--- src/rtl/noc_pkg.sv ---
// rtl/noc_pkg.sv - shared router defaults for the switch-allocation credit stage
package noc_pkg;
  localparam int NUM_PORTS_DEF = 4;
  localparam int BUF_DEPTH_DEF = 4;
  localparam int CNT_W         = $clog2(BUF_DEPTH_DEF + 1);
endpackage

--- src/rtl/credit_counter.sv ---
// rtl/credit_counter.sv - per-output credit counter saturating at the downstream buffer depth
module credit_counter
  import noc_pkg::*;
#(
  parameter int BUF_DEPTH = BUF_DEPTH_DEF,
  parameter int CW        = $clog2(BUF_DEPTH + 1)
) (
  input  logic          clk,
  input  logic          reset,
  input  logic          inc,
  input  logic          dec,
  output logic [CW-1:0] count,
  output logic          overflow
);
  localparam logic [CW-1:0] FULL = CW'(BUF_DEPTH);

  // A return and a spend on the same edge cancel, so only a lone return can overflow.
  assign overflow = inc & ~dec & (count == FULL);

  always_ff @(posedge clk or negedge reset) begin
    if (!reset) begin
      count <= FULL;
    end else if (inc && !dec && count != FULL) begin
      count <= count + CW'(1);
    end else if (dec && !inc) begin
      count <= count - CW'(1);
    end
  end
endmodule

--- src/rtl/sa_credit_stage.sv ---
// rtl/sa_credit_stage.sv - request masking, grant legality check, credits and xbar select registers
module sa_credit_stage
  import noc_pkg::*;
#(
  parameter int NUM_PORTS = NUM_PORTS_DEF,
  parameter int BUF_DEPTH = BUF_DEPTH_DEF
) (
  input  logic                              clk,
  input  logic                              reset,
  input  logic [NUM_PORTS-1:0]              in_valid,
  input  logic [NUM_PORTS-1:0]              in_route   [NUM_PORTS-1:0],
  output logic [NUM_PORTS-1:0]              requests   [NUM_PORTS-1:0],
  input  logic [NUM_PORTS-1:0]              grants     [NUM_PORTS-1:0],
  input  logic [NUM_PORTS-1:0]              credit_in,
  output logic [NUM_PORTS-1:0]              deq,
  output logic [NUM_PORTS-1:0]              xbar_sel   [NUM_PORTS-1:0],
  output logic [NUM_PORTS-1:0]              xbar_valid,
  output logic [$clog2(BUF_DEPTH+1)-1:0]    credit_cnt [NUM_PORTS-1:0],
  output logic                              err_grant,
  output logic                              err_credit
);
  logic [NUM_PORTS-1:0] gcol [NUM_PORTS-1:0];
  logic [NUM_PORTS-1:0] cnt_ok;
  logic [NUM_PORTS-1:0] col_grant;
  logic [NUM_PORTS-1:0] overflow;
  logic                 legal;

  for (genvar j = 0; j < NUM_PORTS; j++) begin : g_out
    assign cnt_ok[j] = (credit_cnt[j] != '0);

    credit_counter #(.BUF_DEPTH(BUF_DEPTH)) u_credit (
      .clk      (clk),
      .reset    (reset),
      .inc      (credit_in[j]),
      .dec      (col_grant[j]),
      .count    (credit_cnt[j]),
      .overflow (overflow[j])
    );
  end

  // Requests are masked during reset, so any nonzero grant then is illegal and nothing moves.
  always_comb begin
    legal = 1'b1;
    for (int i = 0; i < NUM_PORTS; i++) begin
      requests[i] = '0;
      gcol[i]     = '0;
    end
    for (int i = 0; i < NUM_PORTS; i++) begin
      for (int j = 0; j < NUM_PORTS; j++) begin
        requests[i][j] = reset & in_valid[i] & $onehot(in_route[i]) & in_route[i][j] & cnt_ok[j];
        gcol[j][i]     = grants[i][j];
      end
    end
    for (int i = 0; i < NUM_PORTS; i++) begin
      if ($countones(grants[i]) > 1) legal = 1'b0;
      if ((grants[i] & ~requests[i]) != '0) legal = 1'b0;
      if ($countones(gcol[i]) > 1) legal = 1'b0;
    end
    for (int i = 0; i < NUM_PORTS; i++) begin
      deq[i]       = legal & (|grants[i]);
      col_grant[i] = legal & (|gcol[i]);
    end
  end

  always_ff @(posedge clk or negedge reset) begin
    if (!reset) begin
      for (int j = 0; j < NUM_PORTS; j++) xbar_sel[j] <= '0;
      xbar_valid <= '0;
      err_grant  <= 1'b0;
      err_credit <= 1'b0;
    end else begin
      for (int j = 0; j < NUM_PORTS; j++) xbar_sel[j] <= col_grant[j] ? gcol[j] : '0;
      xbar_valid <= col_grant;
      err_grant  <= err_grant | ~legal;
      err_credit <= err_credit | (|overflow);
    end
  end
endmodule

--- config.mk ---
export PLATFORM = sky130hd
export DESIGN_NAME = sa_credit_stage
export DESIGN_NICKNAME = d
export VERILOG_FILES = /design/src/rtl/noc_pkg.sv /design/src/rtl/credit_counter.sv /design/src/rtl/sa_credit_stage.sv
export SDC_FILE = /design/constraint.sdc
export NUM_CORES = 1
export LEC_CHECK = 0
export CORE_AREA = 10 10 86 88
export DETAILED_ROUTE_END_ITERATION = 16
export DIE_AREA = 0 0 96 98
export PLACE_DENSITY_LB_ADDON = 0.2
export SLEW_MARGIN = 20
export SYNTH_ARGS = -nofsm -noshare
export SYNTH_HDL_FRONTEND = slang
export SYNTH_SLANG_ARGS = --single-unit
--- constraint.sdc ---
create_clock -name clk -period 11.3 [get_ports clk]
set_input_delay 1.13 -clock clk [delete_from_list [all_inputs] [get_ports clk]]
set_output_delay 1.13 -clock clk [all_outputs]
set_load 0.01 [all_outputs]
Word-level counts from Yosys, hierarchy flattened
Index checks and enable logic that the tools add are counted.
{ "classes": {"add_sub_neg": 44, "n_lt_le_gt_ge": 8, "n_eq_ne": 12, "mux": 24, "n_bitwise": 71, "reduce_logical": 41} }
{ "op_table": {"columns": ["cell", "n"], "rows": [
  ["$and 1x1->1", 56],
  ["$add 1x1->2", 24],
  ["$add 2x2->3", 12],
  ["$reduce_or 4->1", 9],
  ["$gt 3x1->1 const B", 8],
  ["$mux 3", 8],
  ["$and 4x4->4", 4],
  ["$mux 4", 4],
  ["$not 4->4", 4],
  ["$reduce_bool 4->1", 4],
  ["$add 3x1->3 const B", 4],
  ["$eq 3x1->1 const B", 4],
  ["$eq 3x3->1 const B", 4],
  ["$logic_and 1x1->1", 12],
  ["$mux 1", 12],
  ["$ne 3x3->1 const B", 4],
  ["$reduce_bool 3->1", 4],
  ["$sub 3x1->3 const B", 4],
  ["$logic_not 1->1", 8],
  ["$reduce_bool 2->1", 4],
  ["$not 1->1", 5],
  ["$or 1x1->1", 2]
]} }
{ "word_totals": {"regBits": 34, "in_bits": 42, "output_inout_bits": 54, "word_cells": 211} }

Longest topological paths before layout
Gate-level depths: netlist of run 1.
{ "depth": {"word_depth": 26, "mapped_depth": 18, "depth_no_buf": 16} }

Modules after synthesis
Synthesis of run 1 repeated with hierarchy kept, for this count alone.
{ "hier_totals": {"hier_cells": 280, "hier_area_um2": 2722.6} }
{ "by_module_without_submodules": {"columns": ["module", "instances", "cells_each", "area_each_um2", "seq_area_each_um2"], "rows": [
  ["sa_credit_stage", 1, 188, 1826.8, 550.5],
  ["credit_counter", 4, 23, 224.0, 76.3]
]} }

Least setup slack after synthesis of run 1
Ideal clock, no wire load.
{ "synth_path": {"path_type": "input-to-output", "startpoint": "input in_route[8] in the netlist's numbering", "endpoint": "output deq[0]", "arrival_time_ns": 4.242, "required_time_ns": 10.170, "setup_slack_ns": 5.928, "path_stages": 13, "path_buffers": 3, "cell_sequence": "inv_1 -> fa_1 -> inv_1 -> ha_1 -> ha_1 -> and4bb_2 -> nand4_1 -> a22o_1 -> or4_4 -> buf_6 -> clkbuf_1 -> clkbuf_1 -> a311oi_1"} }
{ "synth_between": {"elab_chain_len": 15, "elab_cells_between_ends": 21, "cone_classes": "add/sub (2); eq/ne (1); mux (5); bitwise (12); reduce/logical (1)"} }
{ "synth_rtl": {"columns": ["element", "line_no", "rtl"], "rows": [
  ["from (decl)", "sa_credit_stage.sv:11", "input logic [NUM_PORTS-1:0] in_route [NUM_PORTS-1:0],"],
  ["$add 1x1->2 (not written as such)", "sa_credit_stage.sv:50", "requests[i][j] = reset & in_valid[i] & $onehot(in_route[i]) & in_route[i][j] & cnt_ok[j];"],
  ["$add 2x2->3 (not written as such)", "sa_credit_stage.sv:50", null],
  ["$eq 3x1->1", "sa_credit_stage.sv:50", null],
  ["$and 1x1->1 (3 in a row)", "sa_credit_stage.sv:50", null],
  ["$not 4->4 *", "sa_credit_stage.sv:56", "if ((grants[i] & ~requests[i]) != '0) legal = 1'b0;"],
  ["$and 4x4->4 *", "sa_credit_stage.sv:56", null],
  ["$reduce_bool 4->1 *", "sa_credit_stage.sv:56", null],
  ["$mux 1 *", "sa_credit_stage.sv:56", null],
  ["$mux 1 *", "sa_credit_stage.sv:57", "if ($countones(gcol[i]) > 1) legal = 1'b0;"],
  ["$mux 1 *", "sa_credit_stage.sv:55", "if ($countones(grants[i]) > 1) legal = 1'b0;"],
  ["$mux 1 *", "sa_credit_stage.sv:56", null],
  ["$mux 1 *", "sa_credit_stage.sv:57", null],
  ["$and 1x1->1 *", "sa_credit_stage.sv:60", "deq[i] = legal & (|grants[i]);"],
  ["to (decl)", "sa_credit_stage.sv:15", "output logic [NUM_PORTS-1:0] deq,"]
]} }
Every way passes the cells marked *; elsewhere a longest branch is shown, timed or not.

Final worst setup path of run 1
{ "layout_path": {"startpoint": "input in_route[12] in the netlist's numbering", "endpoint": "output deq[0]"} }
{ "layout_between": {"elab_chain_len": 12, "elab_cells_between_ends": 18, "cone_classes": "add/sub (2); eq/ne (1); mux (2); bitwise (12); reduce/logical (1)"} }
{ "layout_rtl": {"columns": ["element", "line_no"], "rows": [
  ["$add 1x1->2 (not written as such)", "sa_credit_stage.sv:50"],
  ["$add 2x2->3 (not written as such)", "sa_credit_stage.sv:50"],
  ["$eq 3x1->1", "sa_credit_stage.sv:50"],
  ["$and 1x1->1 (3 in a row)", "sa_credit_stage.sv:50"],
  ["$not 4->4 *", "sa_credit_stage.sv:56"],
  ["$and 4x4->4 *", "sa_credit_stage.sv:56"],
  ["$reduce_bool 4->1 *", "sa_credit_stage.sv:56"],
  ["$mux 1 *", "sa_credit_stage.sv:56"],
  ["$mux 1 *", "sa_credit_stage.sv:57"],
  ["$and 1x1->1 *", "sa_credit_stage.sv:60"]
]} }
Marked as above.

==> results.py, run 1 <==
metrics = {
    "run_status": {
        "status": "complete, no violations",
    },
    "setup_path": {
        "cp-start-kind": "primary input",
        "critPathArrivalTime_ns": 5.66,
        "path_class": "primary input to primary output",
        "cp_data_required_time_ns": 10.17,
        "end_kind": "primary output",
        "critPathMaxFanout": 25,
    },
    "logic_synthesis": {
        "synth-compound-area-share": 0.151,
        "syn_area_per_cell_um2": 9.38,
        "syn_inst": 289,
        "async_flop_share": 1.00,
        "synthDistinctLibCells": 57,
        "syn_nets": 363,
        "synth_xor_area_frac": 0.00646,
        "ys_ff_latch": 34,
        "seq_area_frac_synth": 0.316,
        "synth_edf_count": 0,
        "synthMuxAreaShare": 0.0272,
        "syn-cell-area_um2": 2710,
        "yosys_warnings": 0,
        "yosys.area_share.simple": 0.230,
        "synthFlopType": "dfrtp_1",
        "synthAdderAreaFrac": 0.192,
        "synth_top_family_by_area": "simple AND/OR/NAND/NOR gates",
    },
    "layout": {
        "layout_common_cells": "clkdlybuf4s50_1, inv_1, dfrtp_1",
        "mostFrequentLayoutCell": "clkdlybuf4s50_1",
        "n_fill_cell": 481,
        "diodes": 0,
        "final_area_um2": 3830,
        "nNetsFinal": 458,
        "drive_gt1_frac": 0.0779,
        "final_util": 0.667,
        "syn2layout_area_growth_pct": 41.4,
    },
    "grt": {
        "grt_usage": 0.179,
        "grt_max_degree": 51,
        "grt_overflow_total": 0,
        "grt_pass1_wl_um": 13700,
        "grt_pass1_vias": 2799,
        "antenna_found_initial": 0,
    },
    "clock_network": {
        "cts_setup_buffers": 0,
        "clockBufferDepth": 2,
        "clock_sinks": 34,
        "cts.repair.resized": 0,
        "htreeDepth": 2,
        "clk_pin_slew_ns": 0.08,
        "clockRootBuffer": "clkbuf_8",
        "cts_tree": "built",
        "insertion_delay_ns": 0.29,
        "cts_buffers": 5,
        "cts_hold_buf": 0,
    },
    "placement": {
        "gp_congestion": 0.890,
        "placed_area_um2": 3720,
        "io_buffers": 95,
        "place_hpwl_um": 6540,
    },
    "timing": {
        "fin_skew_ns": 0.00929,
        "setup_viol": 0,
        "worst_slew_pin_slew_ns": 0.950,
        "finalHoldViolCount": 0,
        "rsz0062_at_grt": "no",
        "slew_violations": 0,
        "final.setup.tns_ns": 0,
        "clock.fmax_ghz": 0.147,
        "slew_headroom": 0.365,
        "period_share": 0.601,
        "min_period_ns": 6.79,
    },
    "floorplan": {
        "die_w_um": 96,
        "pin_count": 96,
        "core-area_um2": 5750,
        "dieArea_um2": 9410,
        "die_height_um": 98,
        "row_count": 28,
        "start_util": 0.472,
    },
    "routing": {
        "routed_wl_um": 8220,
        "drt_iter0_drc": 158,
        "ant_nets": 0,
        "first_pass_iters": 8,
        "drc": 0,
        "wl_per_cell_um": 17.9,
        "route.vias.total": 2622,
        "via_per_inst": 5.70,
    },
    "min_path": {
        "min_path_type": "flop to flop",
    },
    "flow_run": {
        "max_cap_viol_count": 0,
    },
    "power_and_ir_drop": {
        "p_per_area_nw_per_um2": 143,
        "peakVddDrop_mv": 0.104,
        "p_leak_uw": 0.00167,
    },
}
-- where the power goes --
part           total (uW)  internal (uW)  switching, uW
sequential            188            148           40.2
combinational         244            129            115
clock                 115           65.6           49.2
total                 548            343            205
-- cells in the mapped netlist (3+ instances only) --
cell type	instances	area [um^2]
dfstp_2	4	105
or3_1	10	62.6
a211oi_1	3	22.5
and3_1	3	18.8
and2_1	3	18.8
clkbuf_1	6	22.5
o21ai_0	4	20.0
inv_1	44	165
dfrtp_1	30	751
fa_1	16	320
nand3_1	5	25.0
a21oi_1	3	15.0
a311oi_1	5	43.8
nor3_1	26	130
ha_1	16	200
nor2_1	16	60.1
nand4_1	4	25.0
nand2_1	19	71.3
a22o_1	3	26.3
a41oi_1	13	114
nor4_1	6	37.5
and4bb_2	3	37.5
mux2i_1	4	40.0
-- final timing paths --
| kind | end | startpoint | slack [ns] | cells after the start |
|---|---|---|---|---|
| max in group asynchronous | xbar_sel[4]$_DFF_PN0_ | reset | 9.98 | 2 |
| worst min-delay path | err_grant$_DFF_PN0_ | err_grant$_DFF_PN0_ | 0.48 | 1 |
| worst max-delay path | deq[0] | in_route[12] | 4.51 | 12 |
| worst max register to register | g_out[2].u_credit.count[1]$_DFFE_PN0P_ | g_out[3].u_credit.count[2]$_DFFE_PN1P_ | 6.89 | 9 |
| min in group asynchronous | g_out[0].u_credit.count[0]$_DFFE_PN0P_ | reset | 0.92 | 2 |
| worst min register to register | err_grant$_DFF_PN0_ | err_grant$_DFF_PN0_ | 0.48 | 1 |
-- worst max-delay path: stages --
cell	delay, ns
clkdlybuf4s50_1	0.49
inv_1	0.09
fa_1	0.55
inv_1	0.04
ha_1	0.17
ha_1	0.26
and4bb_2	0.35
nand4_1	0.13
a2111oi_0	0.48
nand3_1	0.74
a311oi_1	0.60
clkdlybuf4s50_1	0.61
-- logic make-up (layout without fill, tap and decap cells) --
logic type                 count (synthesis)  after routing
and+or+nand+nor                          111            111
xor gates and xnor gates                   2              2
adders and majority gates                 32             32
buffers and inverters                     54            150
DFF                                       34             34
AOI/OAI and AO/OA                         49             49
muxes                                      7              7
-- flip-flops by register name, summed over array words and instances, names as in the netlist --
register,cells
xbar_sel,16
g_out.u_credit.count,12
xbar_valid,4
err_credit,1
err_grant,1
-- routing by layer --
layer | vias up | share of wire | global-route usage
met3 | 20 | 0.082 | 0.0459
met2 | 123 | 0.50 | 0.302
met1 | 1249 | 0.40 | 0.209
li1 | 1230 | - | -
met5 | - | 0 | 0
met4 | 0 | 0.022 | 0.0715
-- final cells by class --
class                      instances  area (um^2)  share of cell area
multi-input combinational        201         1640               0.429
timing repair buffer              96          953               0.249
sequential                        34          856               0.223
inverter                          46          173              0.0451
tap                               75         93.8              0.0245
clock buffer                       5         68.8              0.0180
clock inverter                     3         45.0              0.0118
-- metrics by stage --
stage,cells,hold slack [ns],power (uW),worst slack [ns]
after global placement,452,0.464,428,4.73
after detailed placement,452,0.467,434,4.61
after global routing,460,0.515,591,4.20
final,460,0.483,548,4.51
after floorplan,289,0.505,329,5.93
after CTS,460,0.485,551,4.55
Power figures use the tool's default switching activity.
==> run 2, diff against run 1 <==
--- a/config.mk
+++ b/config.mk
@@ -5,9 +5,9 @@
 export SDC_FILE = /design/constraint.sdc
 export NUM_CORES = 1
 export LEC_CHECK = 0
-export CORE_AREA = 10 10 86 88
+export CORE_AREA = 10 10 88 90
 export DETAILED_ROUTE_END_ITERATION = 16
-export DIE_AREA = 0 0 96 98
+export DIE_AREA = 0 0 98 100
 export PLACE_DENSITY_LB_ADDON = 0.2
 export SLEW_MARGIN = 20
 export SYNTH_ARGS = -nofsm -noshare
==> constraint.sdc (replaced) <==
create_clock -name clk -period 6.5 [get_ports clk]
set_input_delay 0.65 -clock clk [delete_from_list [all_inputs] [get_ports clk]]
set_output_delay 0.65 -clock clk [all_outputs]
set_load 0.01 [all_outputs]
==> run 2 against run 1 <==
Compared with the run above:
- global-route usage is 0.24 points lower
- critical endpoint is now deq[3]
- largest cell class unchanged
- count of clock-buffer cells in the layout up 1
- power is 70% higher
- register-to-register slack got worse by 4.3 ns
- critical path depth grew 1
- non-clock buffer count is 1 higher
- worst setup slack worse by 3.4 ns
- largest power group unchanged
==> results.py, run 2 (synthesis results as in run 1) <==
metrics = {
    "flow_run": {
        "max_cap_viol_count": 0,
    },
    "clock_network": {
        "cts_tree": "built",
        "insertion_delay_ns": 0.30,
        "cts_buffers": 5,
        "clockRootBuffer": "clkbuf_8",
        "cts.repair.resized": 0,
        "clk_pin_slew_ns": 0.08,
        "clockBufferDepth": 2,
        "clock_sinks": 34,
        "htreeDepth": 2,
        "cts_setup_buffers": 0,
        "cts_hold_buf": 0,
    },
    "routing": {
        "via_per_inst": 5.64,
        "first_pass_iters": 4,
        "ant_nets": 0,
        "wl_per_cell_um": 18.4,
        "drt_iter0_drc": 200,
        "routed_wl_um": 8530,
        "drc": 0,
        "route.vias.total": 2611,
    },
    "grt": {
        "grt_usage": 0.177,
        "antenna_found_initial": 0,
        "grt_overflow_total": 0,
        "grt_pass1_wl_um": 14100,
        "grt_pass1_vias": 2731,
        "grt_max_degree": 27,
    },
    "layout": {
        "diodes": 0,
        "syn2layout_area_growth_pct": 41.1,
        "layout.cells.non_filler": 463,
        "drive_gt1_frac": 0.0803,
        "final_area_um2": 3820,
        "regMostFlops": "xbar_sel",
        "layout_common_cells": "clkdlybuf4s50_1, inv_1, dfrtp_1",
        "largest_registers": "xbar_sel x16, g_out.u_credit.count x12, xbar_valid x4",
        "largest_reg_flops": 16,
        "nNetsFinal": 459,
        "mostFrequentLayoutCell": "clkdlybuf4s50_1",
        "final_util": 0.624,
    },
    "setup_path": {
        "critPathArrivalTime_ns": 4.73,
        "end_kind": "primary output",
        "cp-start-kind": "primary input",
        "cp_data_required_time_ns": 5.85,
        "critPathMaxFanout": 17,
        "rrSetupSlack_ns": 2.61,
        "path_class": "primary input to primary output",
    },
    "timing": {
        "min_period_ns": 5.38,
        "finalHoldViolCount": 0,
        "worst_slew_pin_slew_ns": 0.552,
        "slew_violations": 0,
        "fin_skew_ns": 0.0131,
        "period_share": 0.827,
        "setup_viol": 0,
        "clock.fmax_ghz": 0.186,
        "rsz0062_at_grt": "no",
        "final.setup.tns_ns": 0,
        "slew_headroom": 0.629,
    },
    "power_and_ir_drop": {
        "p_per_area_nw_per_um2": 243,
        "p_int_uw": 569,
        "peakVddDrop_mv": 0.240,
        "combPwrFrac": 0.459,
        "switching_power_uw": 360,
        "p_seq_frac": 0.357,
        "p_leak_uw": 0.00167,
        "sw_frac_of_total": 0.388,
        "p_total_uw": 928,
        "clkPwrFrac": 0.184,
    },
    "floorplan": {
        "die_w_um": 98,
        "dieArea_um2": 9800,
        "start_util": 0.442,
        "die_height_um": 100,
        "core-area_um2": 6130,
        "row_count": 29,
        "pin_count": 96,
    },
    "run_status": {
        "status": "complete, no violations",
    },
    "placement": {
        "gp_congestion": 0.926,
        "placed_area_um2": 3730,
        "place_hpwl_um": 6930,
        "io_buffers": 95,
        "post-place-cells": 455,
    },
    "min_path": {
        "min_path_type": "primary input to async pin",
    },
}
run 2: through the flow:
stage | setup slack, ns | hold WS (ns)
CTS | 1.16 | 0.302
global route | 0.764 | 0.333
finish | 1.12 | 0.309
floorplan | 1.76 | 0.354
global placement | 1.03 | 0.475
detailed placement | 0.961 | 0.468
run 2: worst paths after layout:
kind / start / endpoint / cells past startpoint
max: in_route[12] / deq[3] / 13
min: reset / g_out[1].u_credit.count[0]$_DFFE_PN0P_ / 1
max reg2reg: g_out[3].u_credit.count[2]$_DFFE_PN1P_ / g_out[2].u_credit.count[1]$_DFFE_PN0P_ / 9
min reg2reg: err_grant$_DFF_PN0_ / err_grant$_DFF_PN0_ / 1
max in group asynchronous: reset / g_out[3].u_credit.count[2]$_DFFE_PN1P_ / 2
min in group clk: err_grant$_DFF_PN0_ / err_grant$_DFF_PN0_ / 1
run 2: metal layers:
layer	wire (um)	share of wire	GRT usage
met5	0	0	0
met4	190	0.022	0.0705
met3	699	0.082	0.0584
met2	4210	0.49	0.304
met1	3430	0.40	0.199
run 2: area by class of cell:
type	instances	area (um^2)
Fill cell	512	2310
Multi-Input combinational cell	201	1640
Timing Repair Buffer	97	961
Sequential cell	34	856
Inverter	46	173
Tap cell	77	96.3
Clock buffer	6	82.6
Clock inverter	2	12.5
run 2: critical path: stages:
cell and delay [ns]:
clkdlybuf4s50_1 0.49, inv_1 0.08, fa_1 0.53, inv_1 0.04, ha_1 0.17, ha_1 0.26
and4bb_2 0.35, nand4_1 0.14, a2111oi_0 0.44, nand3_1 0.40, buf_4 0.33, a311oi_1 0.24
clkdlybuf4s50_1 0.59
run 2: power groups by stage:
stage / Sequential, uW / Clock, uW / Combinational [uW]
floorplan: 335 / 0 / 238
global placement: 333 / 0 / 416
detailed placement: 333 / 0 / 425
CTS: 331 / 175 / 428
global route: 343 / 183 / 478
finish: 331 / 171 / 427
==> run 3, diff against run 2 <==
--- a/config.mk
+++ b/config.mk
@@ -5,9 +5,9 @@
 export SDC_FILE = /design/constraint.sdc
 export NUM_CORES = 1
 export LEC_CHECK = 0
-export CORE_AREA = 10 10 88 90
+export CORE_AREA = 10 10 93 95
 export DETAILED_ROUTE_END_ITERATION = 16
-export DIE_AREA = 0 0 98 100
+export DIE_AREA = 0 0 103 105
 export PLACE_DENSITY_LB_ADDON = 0.2
 export SLEW_MARGIN = 20
 export SYNTH_ARGS = -nofsm -noshare
==> constraint.sdc (replaced) <==
create_clock -name clk -period 4.49 [get_ports clk]
set_input_delay 0.449 -clock clk [delete_from_list [all_inputs] [get_ports clk]]
set_output_delay 0.449 -clock clk [all_outputs]
set_load 0.01 [all_outputs]
==> run 3 against run 2 <==
Compared with the run above:
- sequential share of layout area decreased by 2.6 points
- hold slack worse by 0.12 ns
- largest cell class unchanged
- critical path type is now primary input to flop
- register-to-register slack worse by 1.6 ns
- combinational power up 58%
- critical endpoint is now g_out[2].u_credit.count[1]$_DFFE_PN0P_
==> results.py, run 3 (synthesis results as in run 1) <==
metrics = {
    "power_and_ir_drop": {
        "p_int_uw": 962,
        "clkPwrFrac": 0.236,
        "sw_frac_of_total": 0.363,
        "switching_power_uw": 547,
        "p_leak_uw": 0.00201,
        "combPwrFrac": 0.447,
        "p_per_area_nw_per_um2": 349,
        "p_seq_frac": 0.318,
        "p_total_uw": 1510,
        "peakVddDrop_mv": 0.266,
    },
    "setup_path": {
        "cp-start-kind": "primary input",
        "crit_slowest_cell": "clkdlybuf4s50_1",
        "critPathArrivalTime_ns": 4.60,
        "cp_data_required_time_ns": 4.68,
        "slowest_delay_ns": 0.49,
        "path_class": "primary input to flop",
        "crit_chain": "clkdlybuf4s50_1, inv_1, fa_1, inv_1, ha_1, ha_1, and4bb_2, buf_4, a41oi_1, nor4_1, nand3_2, or3_4, nand3_4, fa_1, mux2_2, a221o_1",
        "critPathMaxFanout": 4,
        "end_kind": "flop",
    },
    "timing": {
        "rsz0062_at_grt": "no",
        "period_share": 0.982,
        "setup_viol": 0,
        "slew_violations": 0,
        "min_period_ns": 4.41,
        "hold_slack_ns": 0.193,
        "setup_slack_ns": 0.0802,
        "clock.fmax_ghz": 0.227,
        "fin_skew_ns": 0.00701,
        "finalHoldViolCount": 0,
        "slew_headroom": 0.535,
        "worst_slew_pin_slew_ns": 0.691,
    },
    "placement": {
        "place_hpwl_um": 7350,
        "place_ws_ns": -0.465,
        "placed_area_um2": 4000,
        "gp_congestion": 0.895,
        "io_buffers": 95,
    },
    "layout": {
        "diodes": 0,
        "final_util": 0.639,
        "nNetsFinal": 505,
        "largest_reg_flops": 16,
        "final_area_um2": 4320,
        "mostFrequentLayoutCell": "clkdlybuf4s50_1",
        "n_fill_cell": 551,
        "drive_gt1_frac": 0.215,
        "largest_registers": "xbar_sel x16, g_out.u_credit.count x12, xbar_valid x4",
        "syn2layout_area_growth_pct": 59.3,
        "layout_common_cells": "clkdlybuf4s50_1, buf_4, inv_1",
        "regMostFlops": "xbar_sel",
    },
    "clock_network": {
        "clk_pin_slew_ns": 0.08,
        "cts_tree": "built",
        "clockBufferDepth": 2,
        "clock_sinks": 34,
        "cts_buffers": 5,
        "insertion_delay_ns": 0.30,
        "clockRootBuffer": "clkbuf_8",
        "htreeDepth": 2,
    },
    "floorplan": {
        "core-area_um2": 6760,
        "row_count": 30,
        "pin_count": 96,
        "die_w_um": 103,
        "die_height_um": 105,
        "dieArea_um2": 10800,
        "start_util": 0.401,
    },
    "routing": {
        "drt-met1-wl_um": 3790,
        "via_per_inst": 5.47,
        "dr_wl_met2_um": 4640,
        "dr.max_layer_used": "met4",
        "ant_nets": 0,
        "first_pass_iters": 4,
        "drc": 0,
        "wl_met3_um": 735,
        "routed_wl_um": 9330,
        "wl_per_cell_um": 18.2,
        "route.vias.total": 2802,
        "drt_iter0_drc": 143,
    },
    "grt": {
        "grt_pass1_wl_um": 14600,
        "antenna_found_initial": 0,
        "grt_usage": 0.167,
        "grt_overflow_total": 0,
        "grt_max_degree": 27,
        "grt_pass1_vias": 2856,
    },
    "run_status": {
        "status": "complete, no violations",
    },
    "flow_run": {
        "max_cap_viol_count": 0,
    },
    "min_path": {
        "min_path_type": "primary input to async pin",
    },
}
[run 3: cell count changes in the layout (fill, tap and decap cells not counted), sizes merged]
cell,previous run,this run
buf,3,48
dlygate4sd2,0,5
clkdlybuf4s15,0,2
clkinvlp,1,0
clkdlybuf4s50,94,80
bufinv,0,2
dlymetal6s2s,0,7
[run 3: area by class of cell]
| cell class | count | area, um^2 | share of cell area |
|---|---|---|---|
| clock buffers | 5 | 68.8 | 0.0159 |
| clock inverters | 3 | 68.8 | 0.0159 |
| inverters | 46 | 173 | 0.0400 |
| multi-input cells | 201 | 1700 | 0.394 |
| flip-flops and latches | 34 | 856 | 0.198 |
| well taps | 80 | 100 | 0.0232 |
| repair buffers | 143 | 1350 | 0.313 |
[run 3: per-layer routing]
layer,vias up,global-route usage
met5,-,0
met4,0,0.0586
met3,14,0.0560
met2,97,0.278
met1,1370,0.194
li1,1321,-
[run 3: per-stage QoR]
| step | std cells | setup TNS [ns] |
|---|---|---|
| final | 512 | 0 |
| after detailed placement | 493 | -3.63 |
| after floorplan | 289 | 0 |
| after CTS | 509 | 0 |
| after global placement | 493 | -2.27 |
| after global routing | 512 | 0 |
[run 3: path summary, 6_finish.rpt]
kind	from	end	slack, ns	cells past startpoint
setup reg to reg	g_out[3].u_credit.count[2]$_DFFE_PN1P_	g_out[2].u_credit.count[1]$_DFFE_PN0P_	0.98	9
setup / recovery	in_route[7]	g_out[2].u_credit.count[1]$_DFFE_PN0P_	0.08	16
hold / removal	reset	g_out[0].u_credit.count[0]$_DFFE_PN0P_	0.19	2
max in group asynchronous	reset	g_out[0].u_credit.count[2]$_DFFE_PN1P_	4.00	2
hold reg to reg	err_grant$_DFF_PN0_	err_grant$_DFF_PN0_	0.47	1
min in group clk	err_grant$_DFF_PN0_	err_grant$_DFF_PN0_	0.47	1
[run 3: timing repair]
item                       CTS  global route
hold buffers                 0             0
cloned                       0             1
pin swaps                    5            16
setup buffers                8             2
setup endpoints to repair    8             9
resized for setup           12            25
[run 3: worst max-delay path, delay by kind of cell]
kind / cells / cell delay [ns]
AOI/OAI and AO/OA: 2 / 0.45
adders and majority gates: 4 / 1.31
buffers and inverters: 4 / 0.72
muxes: 1 / 0.27
and+or+nand+nor: 5 / 1.38
[run 3: power groups by stage]
stage	combinational, uW	sequential, uW	clock (uW)
after floorplan	346	484	0
after global placement	646	480	0
after detailed placement	664	483	0
after CTS	671	478	361
after global routing	752	494	375
final	674	479	356
